<file path="src/rtl/boot_loader_pkg.sv">
// Purpose: shared constants and FSM state encoding for the boot loader slice.
// Latency: n/a (types and constants only).
// Backpressure: n/a.
package boot_loader_pkg;

  // Word-address width of the SRAM data port the loader drives.
  localparam int MEM_ADDR_WIDTH = 10;

  // Loader FSM states.
  typedef enum logic [2:0] {
    LD_HDR  = 3'd0,   // collecting the 4-byte big-endian word count
    LD_DATA = 3'd1,   // collecting payload words and writing them out
    LD_CSUM = 3'd2,   // waiting for the trailing checksum byte
    LD_DONE = 3'd3,   // image good, processor released (terminal)
    LD_ERR  = 3'd4    // size overflow or bad checksum (terminal)
  } ld_state_t;

endpackage

</file>
<file path="src/rtl/boot_loader_byte_packer.sv">
// Purpose: packs a byte stream into big-endian 32-bit words, flags the 4th byte.
// Latency: word is combinational on the 4th byte (includes the byte being shifted in).
// Backpressure: none; shifts exactly when shift=1.
//
// Ports:
//   clk, rst    clock, asynchronous active-low reset
//   shift       accept data this cycle
//   data        incoming byte
//   word        {previous three bytes, data}; valid as a full word when word_done=1
//   word_done   1 when the byte being accepted completes a word
module boot_loader_byte_packer (
  input  logic        clk,
  input  logic        rst,
  input  logic        shift,
  input  logic [7:0]  data,
  output logic [31:0] word,
  output logic        word_done
);

  // Only three bytes need storing: the fourth is taken straight from data
  // in the completing cycle, so the word is available without an extra stage.
  logic [23:0] word_sr;
  logic [1:0]  byte_cnt;

  assign word      = {word_sr, data};
  assign word_done = shift && (byte_cnt == 2'd3);

  always_ff @(posedge clk or negedge rst) begin
    if (!rst) begin
      word_sr  <= '0;
      byte_cnt <= '0;
    end else if (shift) begin
      word_sr  <= {word_sr[15:0], data};
      byte_cnt <= byte_cnt + 2'd1;   // wraps 3 -> 0 at the end of each word
    end
  end

endmodule

</file>
<file path="src/rtl/boot_loader.sv">
// Purpose: streams a length-prefixed, checksummed program image into SRAM, then releases the CPU.
// Latency: SRAM write issued 1 cycle after the 4th byte of a word; cpu_run rises 1 cycle after the checksum byte.
// Backpressure: in_ready=1 in HDR/DATA/CSUM (never drops bytes), 0 once DONE or ERR.
//
// Ports:
//   clk, rst             clock, asynchronous active-low reset (0 = reset)
//   in_data/valid/ready  byte stream; transfer = in_valid & in_ready
//   mem_addr/wdata/bwe   SRAM write port; bwe=4'hF for one cycle per word
//   cpu_run              1 = processor released
//   load_err             sticky error: oversize image or checksum mismatch
module boot_loader
  import boot_loader_pkg::*;
#(
  parameter int ADDR_W = MEM_ADDR_WIDTH
) (
  input  logic              clk,
  input  logic              rst,
  input  logic [7:0]        in_data,
  input  logic              in_valid,
  output logic              in_ready,
  output logic [ADDR_W-1:0] mem_addr,
  output logic [31:0]       mem_wdata,
  output logic [3:0]        mem_bwe,
  output logic              cpu_run,
  output logic              load_err
);

  // Largest legal word count: exactly fills the address space.
  localparam logic [32:0] MAX_N = 33'd1 << ADDR_W;

  ld_state_t         state, next_state;
  logic              xfer;
  logic              pk_shift;
  logic [31:0]       pk_word;
  logic              word_done;
  logic [7:0]        csum;
  logic [7:0]        csum_next;
  logic [ADDR_W:0]   words_left;   // one bit wider so N = 2**ADDR_W fits
  logic [ADDR_W-1:0] word_addr;
  logic              hdr_too_big;
  logic              hdr_zero;
  logic              last_word;

  assign xfer      = in_valid && in_ready;
  // The packer is shared by header and payload; the checksum byte bypasses it.
  assign pk_shift  = xfer && (state == LD_HDR || state == LD_DATA);
  assign csum_next = csum + in_data;

  // Header decode uses the full 32-bit count so huge values are caught,
  // not truncated into something that looks legal.
  assign hdr_too_big = {1'b0, pk_word} > MAX_N;
  assign hdr_zero    = (pk_word == 32'd0);
  assign last_word   = (words_left == (ADDR_W+1)'(1));

  boot_loader_byte_packer u_packer (
    .clk       (clk),
    .rst       (rst),
    .shift     (pk_shift),
    .data      (in_data),
    .word      (pk_word),
    .word_done (word_done)
  );

  // State register.
  always_ff @(posedge clk or negedge rst) begin
    if (!rst) begin
      state <= LD_HDR;
    end else begin
      state <= next_state;
    end
  end

  // Next-state logic.
  always_comb begin
    next_state = state;
    case (state)
      LD_HDR: begin
        if (word_done) begin
          if (hdr_too_big) begin
            next_state = LD_ERR;
          end else if (hdr_zero) begin
            next_state = LD_CSUM;
          end else begin
            next_state = LD_DATA;
          end
        end
      end
      LD_DATA: begin
        if (word_done && last_word) begin
          next_state = LD_CSUM;
        end
      end
      LD_CSUM: begin
        if (xfer) begin
          // Including the checksum byte, the whole image must sum to zero.
          next_state = (csum_next == 8'h00) ? LD_DONE : LD_ERR;
        end
      end
      LD_DONE: next_state = LD_DONE;
      LD_ERR:  next_state = LD_ERR;
      default: next_state = LD_ERR;
    endcase
  end

  // Datapath: counters, checksum, write register and status flags.
  // Status outputs are registered from next_state so they change on the same
  // edge as the state, and in_ready is held low while reset is asserted.
  always_ff @(posedge clk or negedge rst) begin
    if (!rst) begin
      in_ready   <= 1'b0;
      cpu_run    <= 1'b0;
      load_err   <= 1'b0;
      csum       <= '0;
      words_left <= '0;
      word_addr  <= '0;
      mem_addr   <= '0;
      mem_wdata  <= '0;
      mem_bwe    <= '0;
    end else begin
      in_ready <= (next_state == LD_HDR) || (next_state == LD_DATA) ||
                  (next_state == LD_CSUM);
      cpu_run  <= (next_state == LD_DONE);
      load_err <= (next_state == LD_ERR);
      mem_bwe  <= 4'h0;

      if (xfer) begin
        csum <= csum_next;
      end

      if (state == LD_HDR && word_done) begin
        words_left <= pk_word[ADDR_W:0];
      end

      // Address and data are only updated on a write so they hold between writes.
      if (state == LD_DATA && word_done) begin
        mem_bwe    <= 4'hF;
        mem_addr   <= word_addr;
        mem_wdata  <= pk_word;
        word_addr  <= word_addr + ADDR_W'(1);
        words_left <= words_left - (ADDR_W+1)'(1);
      end
    end
  end

endmodule
</file>
<file path="config.mk">
export PLATFORM = sky130hd
export DESIGN_NAME = boot_loader
export DESIGN_NICKNAME = d
export VERILOG_FILES = /design/src/rtl/boot_loader_pkg.sv /design/src/rtl/boot_loader_byte_packer.sv /design/src/rtl/boot_loader.sv
export SDC_FILE = /design/constraint.sdc
export NUM_CORES = 1
export LEC_CHECK = 0
export ABC_AREA = 1
export BUFFER_PORTS_ARGS = -buffer_cell sky130_fd_sc_hd__buf_4
export CAP_MARGIN = 20
export CORE_UTILIZATION = 50
export CTS_BUF_LIST = sky130_fd_sc_hd__clkbuf_4 sky130_fd_sc_hd__clkbuf_8
export DETAILED_ROUTE_END_ITERATION = 10
export GPL_ROUTABILITY_DRIVEN = 0
export PLACE_DENSITY = 0.77
export SYNTH_ARGS = -nofsm -noshare
export SYNTH_HDL_FRONTEND = slang
export SYNTH_HIERARCHICAL = 1
export SYNTH_SLANG_ARGS = --single-unit
</file>
<file path="constraint.sdc">
create_clock -name clk -period 3.4 [get_ports clk]
set_input_delay 0.17 -clock clk [delete_from_list [all_inputs] [get_ports clk]]
set_output_delay 0.17 -clock clk [all_outputs]
set_load 0.02 [all_outputs]
</file>
==> results of run 1 <==
-- layout make-up --
| class | count | area, um^2 |
|---|---|---|
| fill | 831 | 4080 |
| tap | 133 | 166 |
| clock inverter | 6 | 61.3 |
| inverter | 70 | 273 |
| timing repair buffer | 64 | 483 |
| clock buffer | 10 | 138 |
| multi-input combinational | 368 | 1890 |
| sequential | 104 | 2600 |
-- flip-flops by register name, indices dropped and copies added, names as in the netlist --
| signal | cells |
|---|---|
| cpu_run | 1 |
| csum | 8 |
| in_ready | 1 |
| load_err | 1 |
| mem_addr | 10 |
| mem_bwe | 1 |
| mem_wdata | 32 |
| state | 3 |
| u_packer/byte_cnt | 2 |
| u_packer/word_sr | 24 |
| word_addr | 10 |
| words_left | 11 |
-- metal layers --
layer | wire, um | part of all wire | vias up
met1 | 4520 | 0.45 | 1790
met4 | 218 | 0.022 | 0
met5 | 0 | 0 | -
met3 | 537 | 0.053 | 19
met2 | 4800 | 0.48 | 114
li1 | - | - | 1891
-- logic make-up (layout without fill, tap and decap cells) --
family / Yosys count / count (layout) / share of synthesized area
and+or+nand+nor: 279 / 279 / 0.252
xor gates and xnor gates: 12 / 12 / 0.0212
adders and majority gates: 12 / 12 / 0.0318
AOI/OAI and AO/OA: 65 / 65 / 0.0743
DFF: 104 / 104 / 0.524
buffers and inverters: 99 / 150 / 0.0970
-- metrics by stage --
stage | std cells | area [um^2]
CTS | 755 | 5610
floorplan | 571 | 4960
finish | 755 | 5610
detailed placement | 738 | 5400
global route | 755 | 5610
global placement | 738 | 5400
-- cells in the final DEF (no fill, tap or decap), types with 11 or more instances in the layout --
master     n
nand2_1  183
dfrtp_1  104
inv_1     65
buf_4     63
o21ai_0   46
nand3_1   28
nor2_1    24
nand2_2   20
ha_1      11
-- critical path, delay by kind of cell, from the launching register on --
kind | cells | cell delay [ns]
buffers and inverters | 3 | 0.69
and+or+nand+nor | 8 | 1.34
DFF | 1 | 0.36
xor gates and xnor gates | 1 | 0.15
-- worst min path at each step --
stage | from | cells after the start | to | slack [ns]
after detailed placement | rst | 1 | mem_wdata[27]$_DFFE_PN0P_ | 0.28
after global placement | rst | 1 | mem_wdata[25]$_DFFE_PN0P_ | 0.26
final | in_data[6] | 3 | u_packer/word_sr[6]$_DFFE_PN0P_ | 0.04
after CTS | in_data[6] | 3 | u_packer/word_sr[6]$_DFFE_PN0P_ | 0.02
after floorplan | rst | 0 | cpu_run$_DFF_PN0_ | -0.13
after global routing | in_data[3] | 3 | u_packer/word_sr[3]$_DFFE_PN0P_ | 0.04
-- power by group --
part	switching, mW	total (mW)	internal (mW)
sequential	0.216	1.72	1.50
clock	0.447	0.751	0.304
combinational	0.700	1.10	0.397
==> run_summary.xml, run 1 <==
<?xml version="1.0" encoding="UTF-8"?>
<metrics>
  <group name="outcome">
    <metric name="run_status" unit="">completed</metric>
  </group>
  <group name="synthesis">
    <metric name="netlist_instances" unit="">571</metric>
    <metric name="post_synth_main_area_contributors" unit="">dfrtp_1, nand2_1, inv_1</metric>
    <metric name="most_used_standard_cell_by_instance_count_after_synthesis" unit="">nand2_1</metric>
    <metric name="synth.yosys.seq_area_share" unit="">0.524</metric>
    <metric name="synth_top_cell_area_share" unit="">0.524</metric>
    <metric name="syn_avg_cell_area" unit="um^2">8.69</metric>
    <metric name="synth-edff-count" unit="">0</metric>
    <metric name="synth_top_area_cell" unit="">dfrtp_1</metric>
    <metric name="synth.cells.most_frequent" unit="">nand2_1, dfrtp_1, inv_1</metric>
    <metric name="ys_dominant_reg_cell" unit="">dfrtp_1</metric>
    <metric name="synthesis.yosys.warnings" unit="">6</metric>
    <metric name="synth.ff_latch_count" unit="">104</metric>
    <metric name="async_flop_share" unit="">1.00</metric>
    <metric name="synth_cell_types" unit="">36</metric>
    <metric name="synthesis.nets" unit="">594</metric>
    <metric name="post_synth_instance_area" unit="um^2">4960</metric>
  </group>
  <group name="sta">
    <metric name="max_slew.worst_pin.slew" unit="ns">0.729</metric>
    <metric name="finClkSkew" unit="ns">0.0133</metric>
    <metric name="fmaxAchievable" unit="MHz">378</metric>
    <metric name="final.period_utilization" unit="">0.778</metric>
    <metric name="maxSlewViolCount" unit="">0</metric>
    <metric name="timing.setup.tns" unit="ns">0</metric>
    <metric name="fin_crit" unit="ns">2.65</metric>
    <metric name="setup_ws" unit="ns">0.754</metric>
    <metric name="hold_violations" unit="">0</metric>
    <metric name="setup-violations-final" unit="">0</metric>
    <metric name="grt_setup_unrepaired" unit="">false</metric>
    <metric name="worst_slew_margin_rel" unit="">0.514</metric>
    <metric name="worst_hold_slack" unit="ns">0.0360</metric>
  </group>
  <group name="cts">
    <metric name="cts.repair_timing.setup_buffer_count" unit="">0</metric>
    <metric name="clock_sinks" unit="">104</metric>
    <metric name="clock_latency_at_the_later_pin_of_the_worst_skew_pair" unit="ns">0.38</metric>
    <metric name="post_cts_resized" unit="">0</metric>
    <metric name="cts_hold_buffers" unit="">1</metric>
    <metric name="clk_pin_slew" unit="ns">0.11</metric>
    <metric name="cts.root.buffer_cell" unit="">clkbuf_8</metric>
    <metric name="cts_tree" unit="">yes</metric>
    <metric name="tritoncts.num_buffers" unit="">9</metric>
    <metric name="cts_buffer_depth" unit="">2</metric>
    <metric name="htree_depth" unit="">3</metric>
  </group>
  <group name="global_route">
    <metric name="use_met1" unit="">0.280</metric>
    <metric name="grtUsageMet2" unit="">0.353</metric>
    <metric name="gr-usage-met3" unit="">0.0476</metric>
    <metric name="antenna_violations_before_repair" unit="">0</metric>
    <metric name="global_route.peak_usage_layer" unit="">met2</metric>
    <metric name="grt_start_max_net_pins" unit="">58</metric>
    <metric name="wire_length_of_the_first_global_routing_pass" unit="mm">17.2</metric>
    <metric name="grt_pass1_vias" unit="">3641</metric>
    <metric name="global_route_overflow" unit="">0</metric>
    <metric name="track_usage" unit="">0.216</metric>
  </group>
  <group name="setup_path">
    <metric name="r2r_setup_slack" unit="ns">0.75</metric>
    <metric name="startpoint_class_of_the_critical_path" unit="">flop</metric>
    <metric name="crit-reg2reg-capture" unit="">word_addr[6]$_DFFE_PN0P_</metric>
    <metric name="critical_path_required" unit="ns">3.67</metric>
    <metric name="worst_setup_path_end_kind" unit="">flop</metric>
    <metric name="path_cells" unit="">nand2_1, nor3_2, nand2_1, inv_1, nand3_4, inv_4, nand2_4, inv_1, nand2_1, nor3_2, nand3_1, xor2_1</metric>
    <metric name="crit_slowest_cell" unit="">inv_1</metric>
    <metric name="category_of_the_critical_setup_timing_path" unit="">flop to flop</metric>
    <metric name="critical_path.max_fanout" unit="">27</metric>
    <metric name="worst-r2r-cell-count" unit="">12</metric>
    <metric name="cpMostUsedCell" unit="">nand2_1</metric>
    <metric name="cp_slowest_stage_delay" unit="ns">0.44</metric>
    <metric name="timing.critical_path.arrival" unit="ns">2.92</metric>
    <metric name="startpoint_of_the_most_critical_setup_path" unit="">in_ready$_DFF_PN0_</metric>
    <metric name="crit_path_end" unit="">word_addr[6]$_DFFE_PN0P_</metric>
    <metric name="crit-reg2reg-launch" unit="">in_ready$_DFF_PN0_</metric>
  </group>
  <group name="power_and_ir_drop">
    <metric name="total_leakage_power" unit="nW">2.96</metric>
    <metric name="irDropWorstVdd" unit="V">0.000436</metric>
    <metric name="post-layout-total-power" unit="mW">3.57</metric>
    <metric name="powerDensity" unit="nW/um^2">636</metric>
  </group>
  <group name="floorplanning">
    <metric name="die_width" unit="um">102</metric>
    <metric name="dieArea" unit="um^2">10300</metric>
    <metric name="floorplan.initialDensity" unit="">0.513</metric>
    <metric name="fp.coreArea" unit="um^2">9680</metric>
    <metric name="chipHeight" unit="um">102</metric>
    <metric name="core.rowCount" unit="">36</metric>
    <metric name="top_level_ports" unit="">60</metric>
  </group>
  <group name="final_layout">
    <metric name="final_layout_size_suffix_gt1_frac" unit="">0.178</metric>
    <metric name="antenna_cells_inserted" unit="">0</metric>
    <metric name="num-nets-final" unit="">640</metric>
    <metric name="layout-area-overhead-vs-synth" unit="%">13.0</metric>
    <metric name="final_core_utilization" unit="">0.579</metric>
  </group>
  <group name="flow_run">
    <metric name="max_capacitance_violation_total" unit="">0</metric>
  </group>
  <group name="place">
    <metric name="place.port_buffers" unit="">59</metric>
    <metric name="post-place-ws" unit="ns">0.807</metric>
    <metric name="place.detailed.hpwl" unit="mm">7.44</metric>
  </group>
  <group name="drt">
    <metric name="finalWirelength" unit="mm">10.1</metric>
    <metric name="drc_errors" unit="">0</metric>
    <metric name="route.antenna.remaining_nets" unit="">0</metric>
    <metric name="vias" unit="">3814</metric>
    <metric name="dr.pass1.iters" unit="">5</metric>
    <metric name="avgViaCountPerCell" unit="">5.05</metric>
    <metric name="post_drt_wl_per_cell" unit="um">13.3</metric>
    <metric name="drt_first_iter_violations" unit="">226</metric>
  </group>
  <group name="worst_hold_path">
    <metric name="hold_path.class" unit="">input port to flop</metric>
  </group>
</metrics>
(Power assumes the default switching activity.)
==> run 2: changes to the inputs <==
==> constraint.sdc (replaced) <==
create_clock -name clk -period 2.5 [get_ports clk]
set_input_delay 0.125 -clock clk [delete_from_list [all_inputs] [get_ports clk]]
set_output_delay 0.125 -clock clk [all_outputs]
set_load 0.02 [all_outputs]
==> run 2 against run 1 <==
Net effect: sequential power grew 36%; design area grew 1.4%; final cell count grew 0.93%; first-iteration DRC count grew 1.8%; clock skew shrank 0.0036 ns; via count grew 2.1%; global-route usage shrank 0.73 points; clock power grew 37%.
==> run_summary.xml, run 2 (synthesis results as in run 1) <==
<?xml version="1.0" encoding="UTF-8"?>
<metrics>
  <group name="final_layout">
    <metric name="layout_common_cells" unit="">nand2_1, dfrtp_1, inv_1, buf_4, o21ai_0</metric>
    <metric name="largestRegisters" unit="">mem_wdata x32, u_packer/word_sr x24, words_left x11</metric>
    <metric name="layout.cells.most_common" unit="">nand2_1</metric>
    <metric name="top_register" unit="">mem_wdata</metric>
    <metric name="antenna_cells_inserted" unit="">0</metric>
    <metric name="largest_register_ffs" unit="">32</metric>
    <metric name="num-nets-final" unit="">647</metric>
    <metric name="num-fill-cells" unit="">843</metric>
    <metric name="final_non_filler_cell_total" unit="">762</metric>
    <metric name="final_layout_size_suffix_gt1_frac" unit="">0.180</metric>
    <metric name="layout-area-overhead-vs-synth" unit="%">14.6</metric>
    <metric name="design_area" unit="um^2">5690</metric>
  </group>
  <group name="power_and_ir_drop">
    <metric name="combinationalPowerShare" unit="">0.309</metric>
    <metric name="netSwitchingFraction" unit="">0.382</metric>
    <metric name="post-layout-total-power" unit="mW">4.87</metric>
    <metric name="seq_power_share" unit="">0.480</metric>
    <metric name="total_switching_power" unit="mW">1.86</metric>
    <metric name="clock_power_share" unit="">0.211</metric>
    <metric name="cell_internal_power" unit="mW">3.01</metric>
    <metric name="total_leakage_power" unit="nW">3.00</metric>
    <metric name="powerDensity" unit="nW/um^2">856</metric>
    <metric name="irDropWorstVdd" unit="V">0.000594</metric>
  </group>
  <group name="cts">
    <metric name="clk_pin_slew" unit="ns">0.10</metric>
    <metric name="clock_sinks" unit="">104</metric>
    <metric name="clock_latency_at_the_later_pin_of_the_worst_skew_pair" unit="ns">0.37</metric>
    <metric name="cts.root.buffer_cell" unit="">clkbuf_8</metric>
    <metric name="htree_depth" unit="">3</metric>
    <metric name="tritoncts.num_buffers" unit="">9</metric>
    <metric name="cts_tree" unit="">yes</metric>
    <metric name="cts.repair_timing.setup_buffer_count" unit="">0</metric>
    <metric name="cts_buffer_depth" unit="">2</metric>
  </group>
  <group name="floorplanning">
    <metric name="core.rowCount" unit="">36</metric>
    <metric name="chipHeight" unit="um">102</metric>
    <metric name="fp.coreArea" unit="um^2">9680</metric>
    <metric name="die_width" unit="um">102</metric>
    <metric name="top_level_ports" unit="">60</metric>
    <metric name="dieArea" unit="um^2">10300</metric>
    <metric name="floorplan.initialDensity" unit="">0.513</metric>
  </group>
  <group name="place">
    <metric name="place.detailed.hpwl" unit="mm">7.38</metric>
    <metric name="place.port_buffers" unit="">59</metric>
    <metric name="placed_cells_incl_taps" unit="">740</metric>
    <metric name="post-place-ws" unit="ns">0.437</metric>
    <metric name="cell_area_after_placement" unit="um^2">5430</metric>
  </group>
  <group name="global_route">
    <metric name="wire_length_of_the_first_global_routing_pass" unit="mm">16.7</metric>
    <metric name="grt_pass1_vias" unit="">3578</metric>
    <metric name="antenna_violations_before_repair" unit="">0</metric>
    <metric name="grt_start_max_net_pins" unit="">54</metric>
    <metric name="global_route_overflow" unit="">0</metric>
    <metric name="track_usage" unit="">0.209</metric>
  </group>
  <group name="drt">
    <metric name="vias" unit="">3896</metric>
    <metric name="dr.pass1.iters" unit="">5</metric>
    <metric name="finalWirelength" unit="mm">10.1</metric>
    <metric name="route.antenna.remaining_nets" unit="">0</metric>
    <metric name="avgViaCountPerCell" unit="">5.11</metric>
    <metric name="post_drt_wl_per_cell" unit="um">13.2</metric>
    <metric name="drc_errors" unit="">0</metric>
    <metric name="drt_first_iter_violations" unit="">230</metric>
  </group>
  <group name="sta">
    <metric name="fmaxAchievable" unit="MHz">474</metric>
    <metric name="timing.setup.tns" unit="ns">0</metric>
    <metric name="fin_crit" unit="ns">2.11</metric>
    <metric name="maxSlewViolCount" unit="">0</metric>
    <metric name="max_slew.worst_pin.slew" unit="ns">0.682</metric>
    <metric name="setup-violations-final" unit="">0</metric>
    <metric name="setup_ws" unit="ns">0.388</metric>
    <metric name="finClkSkew" unit="ns">0.00974</metric>
    <metric name="grt_setup_unrepaired" unit="">false</metric>
    <metric name="worst_slew_margin_rel" unit="">0.546</metric>
    <metric name="final.period_utilization" unit="">0.845</metric>
    <metric name="hold_violations" unit="">0</metric>
  </group>
  <group name="flow_run">
    <metric name="max_capacitance_violation_total" unit="">0</metric>
  </group>
  <group name="setup_path">
    <metric name="crit_slowest_cell" unit="">dlygate4sd3_1</metric>
    <metric name="path_cells" unit="">dlygate4sd3_1, buf_4, ha_1, fa_1, nand2_1, nand2_1, nand3_1, nand2_1, nand2_1, nand2_1, nor2_1, nand3_1, nand2_1, nand2_1, nand2_1, nor2_1</metric>
    <metric name="worst_setup_path_end_kind" unit="">flop</metric>
    <metric name="category_of_the_critical_setup_timing_path" unit="">input port to flop</metric>
    <metric name="startpoint_class_of_the_critical_path" unit="">input port</metric>
    <metric name="critical_path.top_delay_family" unit="">simple AND/OR/NAND/NOR gates</metric>
    <metric name="critical_path_required" unit="ns">2.77</metric>
    <metric name="critical_path.max_fanout" unit="">3</metric>
    <metric name="cpMostUsedCell" unit="">nand2_1</metric>
    <metric name="timing.critical_path.arrival" unit="ns">2.38</metric>
    <metric name="cp_slowest_stage_delay" unit="ns">0.54</metric>
    <metric name="worstPathBufferInverterCount" unit="">2</metric>
  </group>
  <group name="worst_hold_path">
    <metric name="hold_path.class" unit="">input port to flop</metric>
  </group>
  <group name="outcome">
    <metric name="run_status" unit="">completed</metric>
  </group>
</metrics>
run 2: worst register-to-register path: stages, from the launching register on:
cell     delay [ns]
dfrtp_1        0.35
nand2_1        0.24
nor3_2         0.22
nand2_1        0.09
inv_1          0.12
nand3_4        0.12
inv_4          0.13
nand2_4        0.09
inv_1          0.09
nand2_1        0.09
nor3_2         0.17
nand3_1        0.12
xor2_1         0.16
run 2: power by group through the flow:
stage	Sequential (mW)	Combinational, mW	Clock (mW)
2_1_floorplan	2.31	1.19	0
3_3_place_gp	2.35	1.44	0
3_5_place_dp	2.37	1.49	0
4_1_cts	2.34	1.50	1.06
5_1_grt	2.38	1.73	1.12
6_report	2.34	1.50	1.03
run 2: path summary, 6_finish.rpt:
| path | from | end | slack (ns) | cells past startpoint |
|---|---|---|---|---|
| worst max-delay path | in_data[0] | in_ready$_DFF_PN0_ | 0.39 | 16 |
| worst min-delay path | in_data[4] | u_packer/word_sr[4]$_DFFE_PN0P_ | 0.01 | 3 |
| worst max register to register | in_ready$_DFF_PN0_ | word_addr[6]$_DFFE_PN0P_ | 0.41 | 12 |
| worst min register to register | u_packer/word_sr[16]$_DFFE_PN0P_ | u_packer/word_sr[16]$_DFFE_PN0P_ | 0.48 | 2 |
| max in group asynchronous | rst | state[2]$_DFF_PN0_ | 1.45 | 3 |
| min in group asynchronous | rst | mem_wdata[24]$_DFFE_PN0P_ | 0.33 | 2 |
run 2: final cells by class:
cell class / instances / area (um^2) / share of cell area
clock inverter: 6 / 62.6 / 0.0110
inverter: 70 / 273 / 0.0480
timing repair buffer: 71 / 561 / 0.0985
sequential: 104 / 2600 / 0.458
tap: 133 / 166 / 0.0293
multi-input combinational: 368 / 1890 / 0.332
clock buffer: 10 / 138 / 0.0242
run 2: metrics by stage:
| step | utilization | hold WS, ns |
|---|---|---|
| 2_1_floorplan | - | -0.171 |
| 3_3_place_gp | 0.560 | 0.201 |
| 3_5_place_dp | 0.560 | 0.207 |
| 4_1_cts | 0.587 | 0.00114 |
| 5_1_grt | 0.587 | 0.0342 |
| 6_report | 0.587 | 0.0141 |
run 2: routing by layer:
metal / vias to the layer above / share of wire / GRT usage
li1: 1915 / - / -
met3: 19 / 0.052 / 0.0414
met1: 1827 / 0.47 / 0.282
met2: 135 / 0.46 / 0.333
met5: - / 0 / 0
met4: 0 / 0.022 / 0.0814
run 2: what timing repair did:
item / 4_1_cts / 5_1_grt
hold buffers: 6 / 0
gates resized for setup: 0 / 0
hold endpoints to repair: 57 / 0
==> run 3: changes to the inputs <==
==> constraint.sdc (replaced) <==
create_clock -name clk -period 2.1 [get_ports clk]
set_input_delay 0.105 -clock clk [delete_from_list [all_inputs] [get_ports clk]]
set_output_delay 0.105 -clock clk [all_outputs]
set_load 0.02 [all_outputs]
==> run 3 against run 2 <==
Net effect: sequential cell count stayed put; register-to-register slack worse by 0.29 ns; sequential share of layout area is 0.63 points lower; worst hold slack worse by 0.0031 ns; clock skew is 0.0024 ns higher; sequential power is 20% higher; global-route usage is 0.083 points higher; power is 21% higher; non-clock buffer count is 5 higher; clock power is 19% higher; setup slack worse by 0.30 ns; critical endpoint unchanged; largest power group unchanged.
==> run_summary.xml, run 3 (synthesis results as in run 1) <==
<?xml version="1.0" encoding="UTF-8"?>
<metrics>
  <group name="global_route">
    <metric name="wire_length_of_the_first_global_routing_pass" unit="mm">16.8</metric>
    <metric name="grt_start_max_net_pins" unit="">41</metric>
    <metric name="track_usage" unit="">0.210</metric>
    <metric name="antenna_violations_before_repair" unit="">0</metric>
    <metric name="grt_pass1_vias" unit="">3545</metric>
    <metric name="global_route_overflow" unit="">0</metric>
  </group>
  <group name="final_layout">
    <metric name="layout-area-overhead-vs-synth" unit="%">16.3</metric>
    <metric name="antenna_cells_inserted" unit="">0</metric>
    <metric name="final_layout_size_suffix_gt1_frac" unit="">0.202</metric>
    <metric name="num-nets-final" unit="">652</metric>
    <metric name="layout_common_cells" unit="">nand2_1, dfrtp_1, buf_4, inv_1, o21ai_0</metric>
    <metric name="top_register" unit="">mem_wdata</metric>
    <metric name="largest_register_ffs" unit="">32</metric>
    <metric name="largestRegisters" unit="">mem_wdata x32, u_packer/word_sr x24, words_left x11</metric>
    <metric name="layout.cells.most_common" unit="">nand2_1</metric>
  </group>
  <group name="drt">
    <metric name="vias" unit="">3861</metric>
    <metric name="drt_first_iter_violations" unit="">173</metric>
    <metric name="drc_errors" unit="">0</metric>
    <metric name="post_drt_wl_per_cell" unit="um">13.3</metric>
    <metric name="dr.pass1.iters" unit="">5</metric>
    <metric name="finalWirelength" unit="mm">10.2</metric>
    <metric name="route.antenna.remaining_nets" unit="">0</metric>
    <metric name="avgViaCountPerCell" unit="">5.03</metric>
  </group>
  <group name="floorplanning">
    <metric name="top_level_ports" unit="">60</metric>
    <metric name="floorplan.initialDensity" unit="">0.513</metric>
    <metric name="die_width" unit="um">102</metric>
    <metric name="chipHeight" unit="um">102</metric>
    <metric name="dieArea" unit="um^2">10300</metric>
    <metric name="core.rowCount" unit="">36</metric>
    <metric name="fp.coreArea" unit="um^2">9680</metric>
  </group>
  <group name="power_and_ir_drop">
    <metric name="powerDensity" unit="nW/um^2">1020</metric>
    <metric name="cell_internal_power" unit="mW">3.62</metric>
    <metric name="clock_power_share" unit="">0.210</metric>
    <metric name="total_switching_power" unit="mW">2.27</metric>
    <metric name="post-layout-total-power" unit="mW">5.88</metric>
    <metric name="seq_power_share" unit="">0.476</metric>
    <metric name="netSwitchingFraction" unit="">0.385</metric>
    <metric name="total_leakage_power" unit="nW">3.00</metric>
    <metric name="irDropWorstVdd" unit="V">0.000694</metric>
    <metric name="combinationalPowerShare" unit="">0.315</metric>
  </group>
  <group name="sta">
    <metric name="hold_violations" unit="">0</metric>
    <metric name="setup_ws" unit="ns">0.0896</metric>
    <metric name="max_slew.worst_pin.slew" unit="ns">0.512</metric>
    <metric name="worst_slew_margin_rel" unit="">0.659</metric>
    <metric name="final.period_utilization" unit="">0.957</metric>
    <metric name="grt_setup_unrepaired" unit="">true</metric>
    <metric name="fmaxAchievable" unit="MHz">497</metric>
    <metric name="setup-violations-final" unit="">0</metric>
    <metric name="maxSlewViolCount" unit="">0</metric>
    <metric name="finClkSkew" unit="ns">0.0122</metric>
    <metric name="fin_crit" unit="ns">2.01</metric>
  </group>
  <group name="setup_path">
    <metric name="worst-r2r-cell-count" unit="">12</metric>
    <metric name="r2r_setup_slack" unit="ns">0.12</metric>
    <metric name="startpoint_class_of_the_critical_path" unit="">input port</metric>
    <metric name="path_cells" unit="">dlygate4sd3_1, buf_4, ha_2, fa_2, inv_1, nand2_1, nor2_1, nand3_1, nor2_2, nand3_1, nand2_1, nand2_1, nand2_1, nor2_1</metric>
    <metric name="worst_setup_path_end_kind" unit="">flop</metric>
    <metric name="category_of_the_critical_setup_timing_path" unit="">input port to flop</metric>
    <metric name="critical_path.top_delay_family" unit="">buffers and inverters</metric>
    <metric name="worstPathBufferInverterCount" unit="">3</metric>
    <metric name="crit-reg2reg-capture" unit="">in_ready$_DFF_PN0_</metric>
    <metric name="crit-reg2reg-launch" unit="">csum[0]$_DFFE_PN0P_</metric>
    <metric name="cpMostUsedCell" unit="">nand2_1</metric>
    <metric name="timing.critical_path.arrival" unit="ns">2.28</metric>
    <metric name="critical_path_required" unit="ns">2.37</metric>
    <metric name="crit_slowest_cell" unit="">dlygate4sd3_1</metric>
    <metric name="cp_slowest_stage_delay" unit="ns">0.53</metric>
    <metric name="critical_path.max_fanout" unit="">3</metric>
  </group>
  <group name="place">
    <metric name="place.port_buffers" unit="">59</metric>
    <metric name="post-place-ws" unit="ns">0.0809</metric>
    <metric name="place.detailed.hpwl" unit="mm">7.47</metric>
  </group>
  <group name="cts">
    <metric name="clk_pin_slew" unit="ns">0.10</metric>
    <metric name="htree_depth" unit="">3</metric>
    <metric name="cts_buffer_depth" unit="">2</metric>
    <metric name="cts_tree" unit="">yes</metric>
    <metric name="cts.root.buffer_cell" unit="">clkbuf_8</metric>
    <metric name="clock_sinks" unit="">104</metric>
    <metric name="tritoncts.num_buffers" unit="">9</metric>
    <metric name="clock_latency_at_the_later_pin_of_the_worst_skew_pair" unit="ns">0.38</metric>
  </group>
  <group name="worst_hold_path">
    <metric name="min_delay_path_depth" unit="">3</metric>
    <metric name="hold_path.class" unit="">input port to flop</metric>
    <metric name="min_delay_worst_endpoint" unit="">u_packer/word_sr[1]$_DFFE_PN0P_</metric>
    <metric name="timing.hold.worst.start" unit="">in_data[1]</metric>
  </group>
  <group name="outcome">
    <metric name="run_status" unit="">completed</metric>
  </group>
  <group name="flow_run">
    <metric name="max_capacitance_violation_total" unit="">0</metric>
  </group>
</metrics>
-- run 3: cell type report --
cell class / instances / area (um^2)
well taps: 133 / 166
inverters: 70 / 273
clock inverters: 6 / 56.3
flip-flops and latches: 104 / 2610
repair buffers: 76 / 603
fillers: 832 / 3910
clock buffers: 10 / 138
multi-input cells: 368 / 1930
-- run 3: worst max path at each step --
stage                             start                        to  cells after the start
global route                 in_data[0]        in_ready$_DFF_PN0_                     14
floorplan            in_ready$_DFF_PN0_  word_addr[9]$_DFFE_PN0P_                     16
global placement    csum[0]$_DFFE_PN0P_        in_ready$_DFF_PN0_                     14
CTS                          in_data[0]        in_ready$_DFF_PN0_                     16
detailed placement  csum[0]$_DFFE_PN0P_        in_ready$_DFF_PN0_                     14
finish                       in_data[0]        in_ready$_DFF_PN0_                     14
-- run 3: per-layer routing --
metal,vias up,global-route usage,share of wire
met1,1821,0.280,0.45
met2,105,0.335,0.47
met5,-,0,0
met4,0,0.0881,0.028
li1,1912,-,-
met3,23,0.0414,0.050
-- run 3: worst register-to-register path: stages, from the launching register on --
cell and delay [ns]:
dfrtp_1 0.39, ha_2 0.19, fa_2 0.46, inv_1 0.09, nand2_1 0.06, nor2_1 0.10
nand3_1 0.10, nor2_2 0.11, nand3_1 0.08, nand2_1 0.06, nand2_1 0.07, nand2_1 0.10
nor2_1 0.05
-- run 3: timing repair --
item | in CTS | in global routing
endpoints found under the setup margin | 0 | 10
hold buffers | 8 | 0
hold endpoints to repair | 43 | 0
setup buffers | 0 | 0
resized for setup | 0 | 10
-- run 3: per-stage QoR --
stage                     hold WS (ns)  setup TNS (ns)   util  area [um^2]  std cells
after global routing           0.00308         -0.0201  0.596         5770        767
after floorplan                 -0.191          -0.315      -         4990        571
after detailed placement         0.105               0  0.564         5460        743
after global placement           0.103               0  0.564         5460        743
after CTS                      0.00475               0  0.592         5740        767
final                           0.0109               0  0.596         5770        767
-- run 3: power groups by stage --
stage | Combinational (mW) | Sequential (mW) | Clock [mW]
after detailed placement | 1.80 | 2.83 | 0
after global placement | 1.72 | 2.80 | 0
final | 1.85 | 2.80 | 1.23
after floorplan | 1.44 | 2.76 | 0
after CTS | 1.82 | 2.79 | 1.27
after global routing | 2.13 | 2.85 | 1.34
